## src/rtl/fifo_word_packer_pkg.sv

```systemverilog
// Shared definitions for the FIFO read-side word packer: data width,
// default packing factor, packer FSM encoding and the parity helper.
package fifo_pkg;

  localparam int FIFO_DW            = 8;
  localparam int DEF_BYTES_PER_WORD = 4;

  typedef enum logic [0:0] {
    FILL  = 1'b0,
    FLUSH = 1'b1
  } packer_state_e;

  // Even parity (XOR reduction) over a word zero-extended to 64 bits
  function automatic logic even_parity(input logic [63:0] data);
    even_parity = ^data;
  endfunction

endpackage

```

## src/rtl/fifo_word_packer_if.sv

```systemverilog
// Bus bundle between the FIFO read port, the flush request and the packed
// word output. The master modport is the packer's view.
// Optional feature macro: FIFO_WORD_PACKER_PARITY_EN adds out_parity.
interface fifo_word_packer_if
  import fifo_pkg::*;
#(
  parameter int BYTES_PER_WORD = DEF_BYTES_PER_WORD,
  parameter int CNT_W          = $clog2(BYTES_PER_WORD + 1)
);

  logic                              read_enb;
  logic [FIFO_DW-1:0]                data_out;
  logic                              empty;
  logic                              flush;
  logic                              out_valid;
  logic                              out_ready;
  logic [FIFO_DW*BYTES_PER_WORD-1:0] out_data;
  logic [CNT_W-1:0]                  out_bytes;
`ifdef FIFO_WORD_PACKER_PARITY_EN
  logic                              out_parity;
`endif

  modport master (
    output read_enb,
    input  data_out,
    input  empty,
    input  flush,
    output out_valid,
    input  out_ready,
    output out_data,
`ifdef FIFO_WORD_PACKER_PARITY_EN
    output out_parity,
`endif
    output out_bytes
  );

  modport slave (
    input  read_enb,
    output data_out,
    output empty,
    output flush,
    input  out_valid,
    output out_ready,
    input  out_data,
`ifdef FIFO_WORD_PACKER_PARITY_EN
    input  out_parity,
`endif
    input  out_bytes
  );

endinterface

```

## src/rtl/fifo_word_packer.sv

```systemverilog
// Pops bytes from the 8-bit FIFO and packs BYTES_PER_WORD of them into one
// word (first byte in the low lane), presented on a valid/ready port. A
// flush emits a partial word with its byte count and zeroed upper lanes.
// Optional feature macro: FIFO_WORD_PACKER_PARITY_EN registers out_parity.
module fifo_word_packer
  import fifo_pkg::*;
#(
  parameter int BYTES_PER_WORD = DEF_BYTES_PER_WORD,
  parameter int CNT_W          = $clog2(BYTES_PER_WORD + 1)
) (
  input logic                clock,
  input logic                resetn,
  fifo_word_packer_if.master bus
);

  localparam int WORD_W = FIFO_DW * BYTES_PER_WORD;
  localparam int LANE_W = $clog2(BYTES_PER_WORD);
  localparam logic [CNT_W-1:0] CNT_ZERO = {CNT_W{1'b0}};
  localparam logic [CNT_W-1:0] CNT_ONE  = CNT_W'(1'b1);
  localparam logic [CNT_W-1:0] CNT_FULL = CNT_W'(BYTES_PER_WORD);
  localparam logic [CNT_W-1:0] CNT_LAST = CNT_W'(BYTES_PER_WORD - 1);

  typedef logic [BYTES_PER_WORD-1:0][FIFO_DW-1:0] lanes_t;

  packer_state_e    state_r;
  packer_state_e    state_nxt_s;
  lanes_t           acc_r;
  logic [CNT_W-1:0] cnt_r;
  logic             rd_pend_r;
  logic             out_valid_r;
  logic [WORD_W-1:0] out_data_r;
  logic [CNT_W-1:0] out_bytes_r;

  logic             free_s;
  logic [CNT_W-1:0] fill_sum_s;
  logic             read_enb_s;
  logic [LANE_W-1:0] lane_s;
  lanes_t           acc_ins_s;
  lanes_t           masked_s;
  lanes_t           load_data_s;
  logic [CNT_W-1:0] load_bytes_s;
  logic             completes_s;
  logic             flush_act_s;
  logic             full_load_s;
  logic             acc_load_s;
  logic             load_s;
  logic             flush_done_s;

  // cnt + rd_pend never exceeds N: a held full word never has a pop in flight
  assign free_s       = !out_valid_r || bus.out_ready;
  assign fill_sum_s   = cnt_r + CNT_W'(rd_pend_r);
  assign lane_s       = cnt_r[LANE_W-1:0];
  assign completes_s  = rd_pend_r && (cnt_r == CNT_LAST);
  assign flush_act_s  = (state_r == FLUSH) || bus.flush;
  assign full_load_s  = completes_s && free_s;
  // Accumulator-to-output transfer: a stalled full word, or a flushed partial one
  assign acc_load_s   = !rd_pend_r && (cnt_r != CNT_ZERO) && free_s &&
                        ((cnt_r == CNT_FULL) || flush_act_s);
  assign load_s       = full_load_s || acc_load_s;
  assign flush_done_s = !rd_pend_r && ((cnt_r == CNT_ZERO) || acc_load_s);

  // Pop request: only in FILL, and only while the byte will have a home
  always_comb begin
    read_enb_s = 1'b0;
    if ((state_r == FILL) && !bus.empty) begin
      if (fill_sum_s < CNT_FULL) begin
        read_enb_s = 1'b1;
      end else if ((fill_sum_s == CNT_FULL) && rd_pend_r && free_s) begin
        read_enb_s = 1'b1;
      end else begin
        read_enb_s = 1'b0;
      end
    end else begin
      read_enb_s = 1'b0;
    end
  end

  // Accumulator with the arriving byte merged into lane cnt
  always_comb begin
    acc_ins_s = acc_r;
    if (rd_pend_r && (cnt_r < CNT_FULL)) begin
      acc_ins_s[lane_s] = bus.data_out;
    end else begin
      acc_ins_s = acc_r;
    end
  end

  // Accumulator with lanes at or above cnt forced to zero for partial words
  always_comb begin
    masked_s = acc_r;
    for (int i = 0; i < BYTES_PER_WORD; i++) begin
      if (i < int'(cnt_r)) begin
        masked_s[i] = acc_r[i];
      end else begin
        masked_s[i] = {FIFO_DW{1'b0}};
      end
    end
  end

  // Select what the output register loads this cycle
  always_comb begin
    load_data_s  = masked_s;
    load_bytes_s = cnt_r;
    if (full_load_s) begin
      load_data_s  = acc_ins_s;
      load_bytes_s = CNT_FULL;
    end else begin
      load_data_s  = masked_s;
      load_bytes_s = cnt_r;
    end
  end

  // FSM next state: a flush stays pending until the partial word has gone out
  always_comb begin
    state_nxt_s = state_r;
    case (state_r)
      FILL: begin
        if (bus.flush && !flush_done_s) begin
          state_nxt_s = FLUSH;
        end else begin
          state_nxt_s = FILL;
        end
      end
      FLUSH: begin
        if (flush_done_s) begin
          state_nxt_s = FILL;
        end else begin
          state_nxt_s = FLUSH;
        end
      end
      default: state_nxt_s = FILL;
    endcase
  end

  // FSM state, pop tracking, accumulator and byte count
  always_ff @(posedge clock) begin
    if (!resetn) begin
      state_r   <= FILL;
      rd_pend_r <= 1'b0;
      acc_r     <= {WORD_W{1'b0}};
      cnt_r     <= CNT_ZERO;
    end else begin
      state_r   <= state_nxt_s;
      rd_pend_r <= read_enb_s;
      acc_r     <= acc_ins_s;
      if (load_s) begin
        cnt_r <= CNT_ZERO;
      end else if (rd_pend_r) begin
        cnt_r <= cnt_r + CNT_ONE;
      end else begin
        cnt_r <= cnt_r;
      end
    end
  end

  // Output register: load when free, otherwise hold until accepted
  always_ff @(posedge clock) begin
    if (!resetn) begin
      out_valid_r <= 1'b0;
      out_data_r  <= {WORD_W{1'b0}};
      out_bytes_r <= CNT_ZERO;
    end else if (load_s) begin
      out_valid_r <= 1'b1;
      out_data_r  <= load_data_s;
      out_bytes_r <= load_bytes_s;
    end else if (bus.out_ready) begin
      out_valid_r <= 1'b0;
    end else begin
      out_valid_r <= out_valid_r;
    end
  end

`ifdef FIFO_WORD_PACKER_PARITY_EN
  logic out_parity_r;

  // Parity travels with out_data, zeroed lanes included
  always_ff @(posedge clock) begin
    if (!resetn) begin
      out_parity_r <= 1'b0;
    end else if (load_s) begin
      out_parity_r <= even_parity(64'(load_data_s));
    end else begin
      out_parity_r <= out_parity_r;
    end
  end

  assign bus.out_parity = out_parity_r;
`endif

  assign bus.read_enb  = read_enb_s;
  assign bus.out_valid = out_valid_r;
  assign bus.out_data  = out_data_r;
  assign bus.out_bytes = out_bytes_r;

endmodule

```

## src/flat_wrapper.sv

```systemverilog
// flat-port wrapper written by rule: the top's interface ports become plain ports
module fifo_word_packer_flat import fifo_pkg::*;
#(
  parameter int BYTES_PER_WORD = DEF_BYTES_PER_WORD,
  parameter int CNT_W          = $clog2(BYTES_PER_WORD + 1)
)
  (clock, resetn, bus_read_enb, bus_data_out, bus_empty, bus_flush, bus_out_valid, bus_out_ready, bus_out_data, bus_out_bytes);
  fifo_word_packer_if #(.BYTES_PER_WORD(BYTES_PER_WORD), .CNT_W(CNT_W)) bus_i ();
  input logic clock;
  input logic resetn;
  output wire logic [$bits(bus_i.read_enb)-1:0] bus_read_enb;
  input wire logic [$bits(bus_i.data_out)-1:0] bus_data_out;
  input wire logic [$bits(bus_i.empty)-1:0] bus_empty;
  input wire logic [$bits(bus_i.flush)-1:0] bus_flush;
  output wire logic [$bits(bus_i.out_valid)-1:0] bus_out_valid;
  input wire logic [$bits(bus_i.out_ready)-1:0] bus_out_ready;
  output wire logic [$bits(bus_i.out_data)-1:0] bus_out_data;
  output wire logic [$bits(bus_i.out_bytes)-1:0] bus_out_bytes;
  assign bus_read_enb = bus_i.read_enb;
  assign bus_i.data_out = bus_data_out;
  assign bus_i.empty = bus_empty;
  assign bus_i.flush = bus_flush;
  assign bus_out_valid = bus_i.out_valid;
  assign bus_i.out_ready = bus_out_ready;
  assign bus_out_data = bus_i.out_data;
  assign bus_out_bytes = bus_i.out_bytes;
  fifo_word_packer #(.BYTES_PER_WORD(BYTES_PER_WORD), .CNT_W(CNT_W)) u_core (.clock(clock), .resetn(resetn), .bus(bus_i));
endmodule
```

## config.mk

```make
export PLATFORM = sky130hd
export DESIGN_NAME = fifo_word_packer_flat
export DESIGN_NICKNAME = d
export VERILOG_FILES = /design/src/rtl/fifo_word_packer_pkg.sv /design/src/rtl/fifo_word_packer_if.sv /design/src/rtl/fifo_word_packer.sv /design/src/flat_wrapper.sv
export SDC_FILE = /design/constraint.sdc
export NUM_CORES = 1
export LEC_CHECK = 0
export CORE_MARGIN = 3
export CORE_UTILIZATION = 45
export CTS_CLUSTER_SIZE = 25
export DETAILED_ROUTE_END_ITERATION = 12
export PLACE_DENSITY = 0.79
export REMOVE_ABC_BUFFERS = 1
export SLEW_MARGIN = 5
export SYNTH_ARGS = -nofsm -noshare
export SYNTH_HDL_FRONTEND = slang
export SYNTH_SLANG_ARGS = --single-unit
export TNS_END_PERCENT = 10
```

## constraint.sdc

```tcl
create_clock -name clock -period 2.73 [get_ports clock]
set_input_delay 0.546 -clock clock [delete_from_list [all_inputs] [get_ports clock]]
set_output_delay 0.546 -clock clock [all_outputs]
set_load 0.05 [all_outputs]
```

Word-level counts from Yosys, hierarchy flattened --
Index checks and enable logic that the tools add are counted.
Cells by class: add/subtract/negate cells 2, order comparisons 8, equality and inequality tests 3, muxes and demuxes 18, bitwise logic cells 2, reduce and logical (&&, ||, !) cells 25
Operators by type and width (number):
- 32-bit two-way mux | 2
- 8-bit two-way mux | 5
- 32-bit bitwise mux | 1
- 8-bit demux with 2-bit select | 1
- 1-bit logical AND | 12
- 1-bit two-way mux | 7
- 3-bit equality test, second input constant | 2
- 1-bit by 3-bit < comparator with 1-bit output, first input constant | 2
- 2-bit by 3-bit < comparator with 1-bit output, first input constant | 2
- 3-bit < comparator, second input constant | 2
- 1-bit logical OR | 5
- 1-bit logical NOT | 4
- 3-bit by 1-bit adder with 3-bit output | 1
- 3-bit by 1-bit adder with 3-bit output, second input constant | 1
- 3-bit by 2-bit equality test with 1-bit output, second input constant | 1
- 3-bit logical NOT | 1
- 2-bit by 3-bit < comparator with 1-bit output, second input constant | 1
- 3-bit two-way mux | 1
- 3-bit nonzero test | 1
- 2-bit by 1-bit greater-or-equal comparator with 1-bit output, second input constant | 1
- 1-bit NOT | 2
- 1-bit one-hot mux with 2 select lines | 1
- 2-bit nonzero test | 1
- 2-bit OR reduction | 1
Storage, ports and cells: flip-flop bits (word level) 73, output and inout bits 37

Depth between registers and ports, before layout --
depth after elaboration 10, mapped depth 8, gate-level depth less buffers 6

Worst setup path after synthesis --
Ideal clock, no wire load.
path kind register to output, start register u_core.rd_pend_r, end output port bus_read_enb, arrival time 2.076 ns, slack 0.108 ns, stages on the path, launching flop included 6, path buffers 0, path through dfxtp_1 > ha_1 > ha_1 > nor2_1 > a31oi_1 > nor3_1
On the way: longest elaborated chain between the ends 7, elaborated cells between the ends (all ways) 8
Ends and longest elaborated chain:
- start: declaration | RTL line fifo_word_packer.sv:29 | logic rd_pend_r;
- start signal: assignment | RTL line fifo_word_packer.sv:144 | rd_pend_r <= read_enb_s;
- 3-bit by 1-bit adder with 3-bit output | RTL line fifo_word_packer.sv:51 | assign fill_sum_s = cnt_r + CNT_W'(rd_pend_r);
- 3-bit equality test | RTL line fifo_word_packer.sv:68 | end else if ((fill_sum_s == CNT_FULL) && rd_pend_r && free_s) begin
- 1-bit logical AND (2 in a row) | RTL line fifo_word_packer.sv:68
- 1-bit two-way mux | RTL line fifo_word_packer.sv:68
- 1-bit two-way mux * | RTL line fifo_word_packer.sv:66 | if (fill_sum_s < CNT_FULL) begin
- 1-bit two-way mux * | RTL line fifo_word_packer.sv:65 | if ((state_r == FILL) && !bus.empty) begin
- end: declaration | RTL line flat_wrapper.sv:11 | output wire logic [$bits(bus_i.read_enb)-1:0] bus_read_enb;
Every way passes the cells marked *; elsewhere a longest branch is shown, timed or not.

Worst setup path in the final report --
start register u_core.cnt_r[0], end output port bus_read_enb
On the way: longest elaborated chain between the ends 7, elaborated cells between the ends (all ways) 8
Ends and longest elaborated chain:
- start: declaration | RTL line fifo_word_packer.sv:28 | logic [CNT_W-1:0] cnt_r;
- start signal: assignment | RTL line fifo_word_packer.sv:149 | cnt_r <= cnt_r + CNT_ONE;
- start signal: assignment | RTL line fifo_word_packer.sv:151 | cnt_r <= cnt_r;
- 3-bit by 1-bit adder with 3-bit output * | RTL line fifo_word_packer.sv:51
- 3-bit equality test | RTL line fifo_word_packer.sv:68
- 1-bit logical AND (2 in a row) | RTL line fifo_word_packer.sv:68
- 1-bit two-way mux | RTL line fifo_word_packer.sv:68
- 1-bit two-way mux * | RTL line fifo_word_packer.sv:66
- 1-bit two-way mux * | RTL line fifo_word_packer.sv:65
Marked as above.

==> results.sh <==
export IMPL_post_route_util_pct=58.0
export IMPL_drt_iter0_markers=152
export IMPL_first_global_vias=2226
export IMPL_dp_cells=395
export IMPL_dr_pass1_iters=4
export IMPL_hpwlAfterDp_um=4440
export IMPL_dieArea_um2=7640
export IMPL_clock_sinks=73
export IMPL_cp_arrival_ns=1.91
export IMPL_cts_clk_slew_worst_paths_ns=0.07
export IMPL_wire_per_inst_um=16.0
export IMPL_slowest_stage="dfxtp_2"
export IMPL_yosysWarnings=0
export IMPL_drive_gt1_share_pct=11.4
export IMPL_drt_total_wl_um=6580
export IMPL_crit_path_end_kind="output pin"
export IMPL_row_count=29
export IMPL_status="completed"
export IMPL_grt_max_degree=33
export IMPL_via_per_inst=5.46
export IMPL_finalHoldViolations=0
export IMPL_ys_ff_latch=73
export IMPL_pwr_share_seq_pct=55.5
export IMPL_dpl_worst_slack_ns=0.301
export IMPL_total_power_mw=1.97
export IMPL_switching_share_pct=24.1
export IMPL_ir_worst_vdd_v=0.000326
export IMPL_rsz0062_at_grt="false"
export IMPL_required_ns=2.18
export IMPL_period_share_pct=90.1
export IMPL_synth_edff_count=0
export IMPL_htree_levels=3
export IMPL_hold_ws_ns=0.484
export IMPL_timing_fmax_ghz=0.407
export IMPL_grt_pass1_wl_um=10900
export IMPL_antenna_found_initial=0
export IMPL_critPathMaxFanout=11
export IMPL_combPwrFrac_pct=7.9
export IMPL_die_w_um=87.4
export IMPL_setup_slack_ns=0.271
export IMPL_criticalPathCategory="reg2out"
export IMPL_ys_seq_area_share_pct=49.0
export IMPL_grt_usage_pct=18.7
export IMPL_most_common_layout_cells="72 x dfxtp_1, 48 x clkdlybuf4s50_1, 40 x nor2_1"
export IMPL_clockBufferDepth=2
export IMPL_gr_total_overflow=0
export IMPL_min_period_ns=2.46
export IMPL_final_setup_skew_ns=0.00735
export IMPL_final_area_um2=3710
export IMPL_cts_tree="done"
export IMPL_final_setup_tns_ns=0
export IMPL_placed_cell_area_um2=3530
export IMPL_slew_headroom_pct=45.0
export IMPL_ctsHoldBuffers=0
export IMPL_nFillCells=560
export IMPL_cpPeakStageDelay_ns=0.45
export IMPL_p_clk_share_pct=36.6
export IMPL_cap_viol_max_count=0
export IMPL_p_leak_nw=1.50
export IMPL_diodes=0
export IMPL_cp_start_kind="register"
export IMPL_core_um2=6390
export IMPL_cts_made_buffers=9
export IMPL_syn_inst=280
export IMPL_switchingPower_mw=0.475
export IMPL_finalSetupViolCount=0
export IMPL_maxSlewViolCount=0
export IMPL_ant_nets=0
export IMPL_die_height_um=87.4
export IMPL_multiInputGateArea_um2=1420
export IMPL_drc_errors=0
export IMPL_tightest_slew_ns=0.826
export IMPL_gp_congestion=0.856
export IMPL_pin_count=50
export IMPL_syn_to_final_growth_pct=24.2
export IMPL_yosysUniqueCellTypes=36
export IMPL_layout_commonest_cell="dfxtp_1"
export IMPL_crit_path_cell_trace="ha_1 -> ha_1 -> nor2_1 -> a31oi_1 -> nor3_1 -> buf_12"
export IMPL_nets=348
export IMPL_p_int_mw=1.49
export IMPL_stdcell_count=410
export IMPL_start_util_pct=46.7
export IMPL_powerDensity_nw_per_um2=531
export IMPL_cp_common_cell="ha_1"
export IMPL_cts_root_buf="clkbuf_8"
export IMPL_regArea_um2=1460
export IMPL_syn_area_um2=2980
export IMPL_clk_insertion_delay_late_ns=0.33
export IMPL_port_buffers=49
export IMPL_vias=2239
export IMPL_synthArstFlopShare_pct=0
export IMPL_dominantRegCellSynth="dfxtp_1"
export IMPL_hold_path_class="reg2reg"
export IMPL_avgSynthCellArea_um2=10.7
## flip-flops by register name, indices dropped and copies added (netlist names)
| register | flops |
|---|---|
| u_core.bus.out_bytes | 3 |
| u_core.state_r | 1 |
| u_core.bus.out_valid | 1 |
| u_core.cnt_r | 3 |
| u_core.rd_pend_r | 1 |
| u_core.bus.out_data | 32 |
| u_core.acc_r | 32 |
## cell type report
type                            instances  area share [%]
Clock inverter                          5           0.878
Tap cell                               77            2.60
Sequential cell                        73            39.5
Multi-Input combinational cell        187            38.2
Timing Repair Buffer                   56            14.9
Inverter                                2           0.203
Clock buffer                           10            3.71
## worst max-delay path, delay by kind of cell (launching register included)
kind / cells / cell delay, ns
flip-flops: 1 / 0.45
AND/OR/NAND/NOR: 2 / 0.44
adder cells (fa/ha/maj): 2 / 0.41
buffers and inverters: 1 / 0.19
AO/OA/AOI/OAI: 1 / 0.09
## power groups by stage
stage | clock, mW | sequential, mW | combinational [mW]
finish | 0.719 | 1.09 | 0.155
global route | 0.795 | 1.09 | 0.168
CTS | 0.744 | 1.09 | 0.155
floorplan | 0 | 1.12 | 0.0823
detailed placement | 0 | 1.12 | 0.155
global placement | 0 | 1.12 | 0.151
## final timing paths
check | to | slack, ns | startpoint | depth (start not counted)
max | bus_read_enb | 0.27 | u_core.cnt_r[0] | 6
min | u_core.bus.out_data[15] | 0.48 | u_core.acc_r[15] | 1
max reg2reg | u_core.bus.out_data[1] | 0.38 | u_core.cnt_r[1] | 6
min reg2reg | u_core.bus.out_data[15] | 0.48 | u_core.acc_r[15] | 1
## kinds of logic (layout without fill, tap and decap cells)
family	after synthesis	count (layout)	synth area share [%]
AOI/OAI and AO/OA	44	44	14.8
xor gates and xnor gates	2	2	0.587
adders and majority gates	6	6	2.52
buffers and inverters	20	73	3.52
DFF	73	73	49.0
muxes	35	35	11.7
and+or+nand+nor	100	100	17.9
## synth_stat cells, drive strengths merged (4+ instances only)
cell type / n / area share [%]
mux2i: 35 / 12
nor2b: 34 / 7.1
nor3: 5 / 0.84
a221o: 32 / 11
buf: 4 / 1.5
nand2: 4 / 0.50
ha: 6 / 2.5
clkbuf: 14 / 1.8
nand3b: 4 / 1.0
nor2: 41 / 5.4
dfxtp: 73 / 49
## timing repair
item,CTS,global route
setup buffers,0,0
endpoints found under the setup margin,0,1
gates resized for setup,0,1
endpoints found under the hold margin,0,0
## routing by layer
layer | track usage (%) | routed length [µm] | share of wire (%) | vias to the layer above
li1 | - | - | - | 1106
met1 | 25.3 | 3070 | 47 | 1067
met2 | 28.6 | 3120 | 47 | 62
met3 | 4.35 | 339 | 5.2 | 4
met4 | 7.53 | 46 | 0.70 | 0
met5 | 0 | 0 | 0 | -
Note: power is estimated with default switching activity, not from simulation.
